### config.mk
export PLATFORM = sky130hd
export DESIGN_NAME = range_level_generator
export DESIGN_NICKNAME = d
export VERILOG_FILES = /design/src/rtl/range_pkg.sv /design/src/rtl/range_classifier.sv /design/src/rtl/range_level_generator.sv
export SDC_FILE = /design/constraint.sdc
export NUM_CORES = 1
export LEC_CHECK = 0
export BUFFER_PORTS_ARGS = -buffer_cell sky130_fd_sc_hd__clkbuf_2
export CAP_MARGIN = 30
export CORE_MARGIN = 1.5
export CORE_UTILIZATION = 61
export CTS_BUF_LIST = sky130_fd_sc_hd__clkbuf_2 sky130_fd_sc_hd__clkbuf_4 sky130_fd_sc_hd__clkbuf_8
export DETAILED_ROUTE_END_ITERATION = 16
export PLACE_DENSITY_LB_ADDON = 0.3
export SLEW_MARGIN = 20
export SYNTH_ARGS = -nofsm -noshare
export SYNTH_HDL_FRONTEND = slang
export SYNTH_SLANG_ARGS = --single-unit
### constraint.sdc
create_clock -name clk_i -period 5.9 [get_ports clk_i]
set_input_delay 1.18 -clock clk_i [delete_from_list [all_inputs] [get_ports clk_i]]
set_output_delay 1.18 -clock clk_i [all_outputs]
set_load 0.01 [all_outputs]
### src/rtl/range_pkg.sv
// Shared encodings for the range classifier / level generator pair.
// Setpoints sit at the centre of each class band: Q, 4Q and 7Q with Q = 2^(N-3).
package range_pkg;

    typedef enum logic [1:0] {
        CLASS_LOW     = 2'b00,
        CLASS_MID     = 2'b01,
        CLASS_HIGH    = 2'b10,
        CLASS_ILLEGAL = 2'b11
    } cls_e;

    typedef enum logic {
        HOLD = 1'b0,
        RAMP = 1'b1
    } state_e;

    function automatic int unsigned setpoint(input int unsigned n, input cls_e c);
        int unsigned q;
        q = 32'd1 << (n - 3);
        case (c)
            CLASS_LOW:  return q;
            CLASS_HIGH: return 7 * q;
            default:    return 4 * q;
        endcase
    endfunction

endpackage

### src/rtl/range_classifier.sv
// Maps the two level MSBs onto the class encoding: bottom quarter, middle half, top quarter.
module range_classifier
    import range_pkg::*;
(
    input  logic [1:0] msb_i,
    output logic [1:0] class_o
);

    always_comb begin
        class_o = CLASS_MID;
        case (msb_i)
            2'b00:   class_o = CLASS_LOW;
            2'b11:   class_o = CLASS_HIGH;
            default: class_o = CLASS_MID;
        endcase
    end

endmodule

### src/rtl/range_level_generator.sv
// Slews an N-bit level one LSB every STEP_DIV cycles towards the setpoint of the
// requested class, then holds it; requests are only taken while holding.
module range_level_generator
    import range_pkg::*;
#(
    parameter int N        = 7,
    parameter int STEP_DIV = 4
) (
    input  logic         clk_i,
    input  logic         rst_n_i,
    input  logic [1:0]   req_class_i,
    input  logic         req_valid_i,
    output logic         req_ready_o,
    output logic [N-1:0] level_o,
    output logic [1:0]   level_class_o,
    output logic         settled_o,
    output logic         req_err_o
);

    localparam int            PW     = (STEP_DIV > 1) ? $clog2(STEP_DIV) : 1;
    localparam logic [PW-1:0] PSC_TC = PW'(STEP_DIV - 1);

    if (N < 3) begin : g_bad_n
        $error("range_level_generator: N must be >= 3");
    end
    if (STEP_DIV < 1) begin : g_bad_div
        $error("range_level_generator: STEP_DIV must be >= 1");
    end

    state_e        state_q;
    cls_e          act_q;
    logic          dir_up_q;
    logic [N-1:0]  level_q;
    logic [PW-1:0] psc_q;
    logic          err_q;

    logic [N-1:0]  sp_req;
    logic [N-1:0]  sp_act;
    logic [N-1:0]  level_d;

    assign sp_req  = N'(setpoint(N, cls_e'(req_class_i)));
    assign sp_act  = N'(setpoint(N, act_q));
    // Setpoints are interior, so the stepped value can never wrap.
    assign level_d = dir_up_q ? level_q + 1'b1 : level_q - 1'b1;

    always_ff @(posedge clk_i or negedge rst_n_i) begin
        if (!rst_n_i) begin
            state_q  <= HOLD;
            act_q    <= CLASS_MID;
            dir_up_q <= 1'b1;
            level_q  <= N'(setpoint(N, CLASS_MID));
            psc_q    <= '0;
            err_q    <= 1'b0;
        end else begin
            err_q <= 1'b0;
            case (state_q)
                HOLD: begin
                    if (req_valid_i) begin
                        if (req_class_i == CLASS_ILLEGAL) begin
                            err_q <= 1'b1;
                        end else begin
                            act_q <= cls_e'(req_class_i);
                            psc_q <= '0;
                            if (level_q != sp_req) begin
                                state_q  <= RAMP;
                                dir_up_q <= (level_q < sp_req);
                            end
                        end
                    end
                end
                RAMP: begin
                    if (psc_q == PSC_TC) begin
                        psc_q   <= '0;
                        level_q <= level_d;
                        if (level_d == sp_act) state_q <= HOLD;
                    end else begin
                        psc_q <= psc_q + 1'b1;
                    end
                end
                default: state_q <= HOLD;
            endcase
        end
    end

    range_classifier u_cls (
        .msb_i   (level_q[N-1:N-2]),
        .class_o (level_class_o)
    );

    assign level_o     = level_q;
    assign req_ready_o = (state_q == HOLD);
    assign settled_o   = (state_q == HOLD);
    assign req_err_o   = err_q;

endmodule

==> results.py <==
metrics = {
    "sta": {
        "drv_slew": 0,
        "max_slew_margin": 0.727,
        "period_share": 0.453,
        "final.setup.tns_ps": 0,
        "finalSetupViolCount": 0,
        "worst_hold_slack_ps": 498,
        "rsz0062_at_grt": "false",
        "period_needed_ps": 2670,
        "skew_ps": 1.93,
        "worst_slew_pin_slew_ps": 404,
        "hold_violations": 0,
        "fmax_mhz": 374,
    },
    "cells_and_area": {
        "fillers": 105,
        "final_core_util": 0.734,
        "layout_commonest_cell": "clkbuf_2",
        "area.growth.synth_to_final_pct": 13.4,
        "drive_above_1_share": 0.254,
        "diodes": 0,
        "multiInputGateArea_um2": 579,
        "regArea_um2": 354,
        "nets": 136,
        "mostFrequentLayoutCells": "clkbuf_2 (16), nor2_1 (11), ha_1 (11), dfrtp_1 (11), nand2_1 (10)",
    },
    "status": {
        "status": "complete, no violations",
    },
    "critical_path": {
        "crit_path_end_kind": "register",
        "rr_startpoint": "dir_up_q$_DFFE_PN1P_",
        "cp_max_fo": 5,
        "start_kind": "primary input",
        "worstPathArrival_ps": 2830,
        "critPathSlowestCell": "nor4b_1",
        "critical-path-top-delay-family": "simple AND/OR/NAND/NOR gates",
        "crit_chain": "clkbuf_2, inv_1, nand2_1, ha_1, nor4b_1, nand4b_1, a221oi_2, a41oi_2",
        "cp_num_buf_inv": 2,
        "r2r_setup_slack_ps": 3660,
        "startpoint": "req_class_i[0]",
        "r2r_end": "state_q$_DFF_PN0_",
        "r2r_cells": 7,
        "slowest_delay_ps": 360,
        "crit_type": "in2reg",
        "worstPathRequired_ps": 6060,
    },
    "worst_hold_path": {
        "holdCritPathClass": "reg2reg",
        "min_to": "psc_q[0]$_DFFE_PN0P_",
        "hold_path_depth": 1,
        "hp-start": "psc_q[0]$_DFFE_PN0P_",
    },
    "grt": {
        "grt_pass1_vias": 762,
        "grtUsageTotal": 0.254,
        "grt_pass1_wl_um": 3460,
        "grt_max_degree": 15,
        "grt-ovfl-total": 0,
        "antenna_found_initial": 0,
    },
    "clocking": {
        "cts_hold_buf": 0,
        "root_buffer": "clkbuf_4",
        "clkSlewWorstSetupHoldPaths_ps": 90,
        "post-cts-setup-buffers": 0,
        "cts.sinks": 14,
        "clk_latency_ps": 290,
        "cts_made_buffers": 3,
        "clock_path_buffers": 2,
        "cts.htree.levels": 1,
        "cts_tree": "built",
        "cts_resized": 0,
    },
    "floorplan": {
        "die_height_um": 42.7,
        "ios": 17,
        "die_area_um2": 1830,
        "start_util": 0.647,
        "rows": 14,
        "die_w_um": 42.7,
        "core_um2": 1490,
    },
    "routing": {
        "route.antenna.remaining_nets": 0,
        "avgRoutedWirePerCell_um": 15.0,
        "via_per_inst": 5.77,
        "drt_iter0_markers": 11,
        "num_vias": 773,
        "first_pass_iters": 4,
        "wl_um": 2010,
        "drc": 0,
    },
    "place": {
        "place.gp.congestion": 0.813,
        "dp_hpwl_um": 1460,
        "port_buffers": 16,
    },
    "synthesis": {
        "syn-cell-area_um2": 963,
        "synth_top_area_share": 0.286,
        "ys_seq_area_frac": 0.368,
        "synthTopCellsByArea": "dfrtp_1 (29%), ha_1 (14%), dfstp_2 (8.2%)",
        "synth-seq-cells": 14,
        "synth_nets": 116,
        "synth.distinct_cells": 30,
        "yosysTopAreaCell": "dfrtp_1",
        "syn_inst": 99,
        "ys.warnings.count": 0,
        "synth_area_per_cell_um2": 9.73,
    },
    "pwr": {
        "ir_worst_vdd_v": 0.000465,
        "p_per_area_nw_per_um2": 691,
        "p_leak_uw": 0.000558,
    },
    "flow_run": {
        "timing.max_cap.violations": 0,
    },
}
## synthesized netlist by cell type
library cell and n:
a21o_1 3, a21o_2 1, a21oi_1 6, a221oi_2 2
a41o_1 1, a41oi_2 1, and2_1 1, and3_1 2
buf_4 1, dfrtp_1 11, dfstp_2 3, fa_1 1
ha_1 11, inv_1 5, inv_2 1, mux2_1 1
mux2_2 1, nand2_1 10, nand2_2 1, nand3_1 3
nand4b_1 1, nor2_1 11, nor2b_1 1, nor4b_1 1
o21ai_0 4, o21ai_1 2, o22ai_1 1, or3_1 1
xnor2_1 8, xor2_1 3
## power by group
part           switching, uW  total [uW]  internal (uW)
clock network           33.9        71.5           37.6
registers               58.5         209            151
logic                    259         474            215
total                    352         755            403
## per-layer routing
layer  routed length [um]  global-route usage  vias up
li1                     -                   -      385
met1                  925               0.339      364
met2                  983               0.415       19
met3                   66              0.0255        5
met4                   34               0.113        0
met5                    0                   0        -
## kinds of logic (layout without fill, tap and decap cells)
logic type,after synthesis,in the layout,synth area share
AOI/OAI and AO/OA,21,21,0.160
xor gates and xnor gates,11,11,0.100
adders and majority gates,12,12,0.164
buffers and inverters,7,26,0.0312
DFF,14,14,0.368
muxes,2,2,0.0234
and+or+nand+nor,32,32,0.155
## per-stage QoR
step / total power (uW) / setup WS [ps] / cell area [um^2] / std cells
final: 755 / 3230 / 1090 / 134
after global routing: 824 / 3060 / 1090 / 134
after CTS: 757 / 3260 / 1090 / 134
after detailed placement: 679 / 3060 / 1060 / 130
after global placement: 664 / 3270 / 1060 / 130
after floorplan: 568 / 3450 / 963 / 99
## layout make-up
cell class | instances | share of cell area
clock buffer | 4 | 0.0332
inverter | 6 | 0.0206
multi-input combinational | 78 | 0.530
sequential | 14 | 0.324
tap | 16 | 0.0183
timing repair buffer | 16 | 0.0733
## worst max path at each step
stage / end / slack [ps] / cells after the start
2_1_floorplan: state_q$_DFF_PN0_ / 3450 / 7
3_3_place_gp: state_q$_DFF_PN0_ / 3270 / 8
3_5_place_dp: state_q$_DFF_PN0_ / 3060 / 8
4_1_cts: state_q$_DFF_PN0_ / 3260 / 8
5_1_grt: state_q$_DFF_PN0_ / 3060 / 8
6_report: state_q$_DFF_PN0_ / 3230 / 8
## flip-flops by register name (all words and copies together) (netlist names)
signal,count
level_o,7
act_q,2
psc_q,2
dir_up_q,1
req_err_o,1
state_q,1
Note: power is estimated with default switching activity, not from simulation.
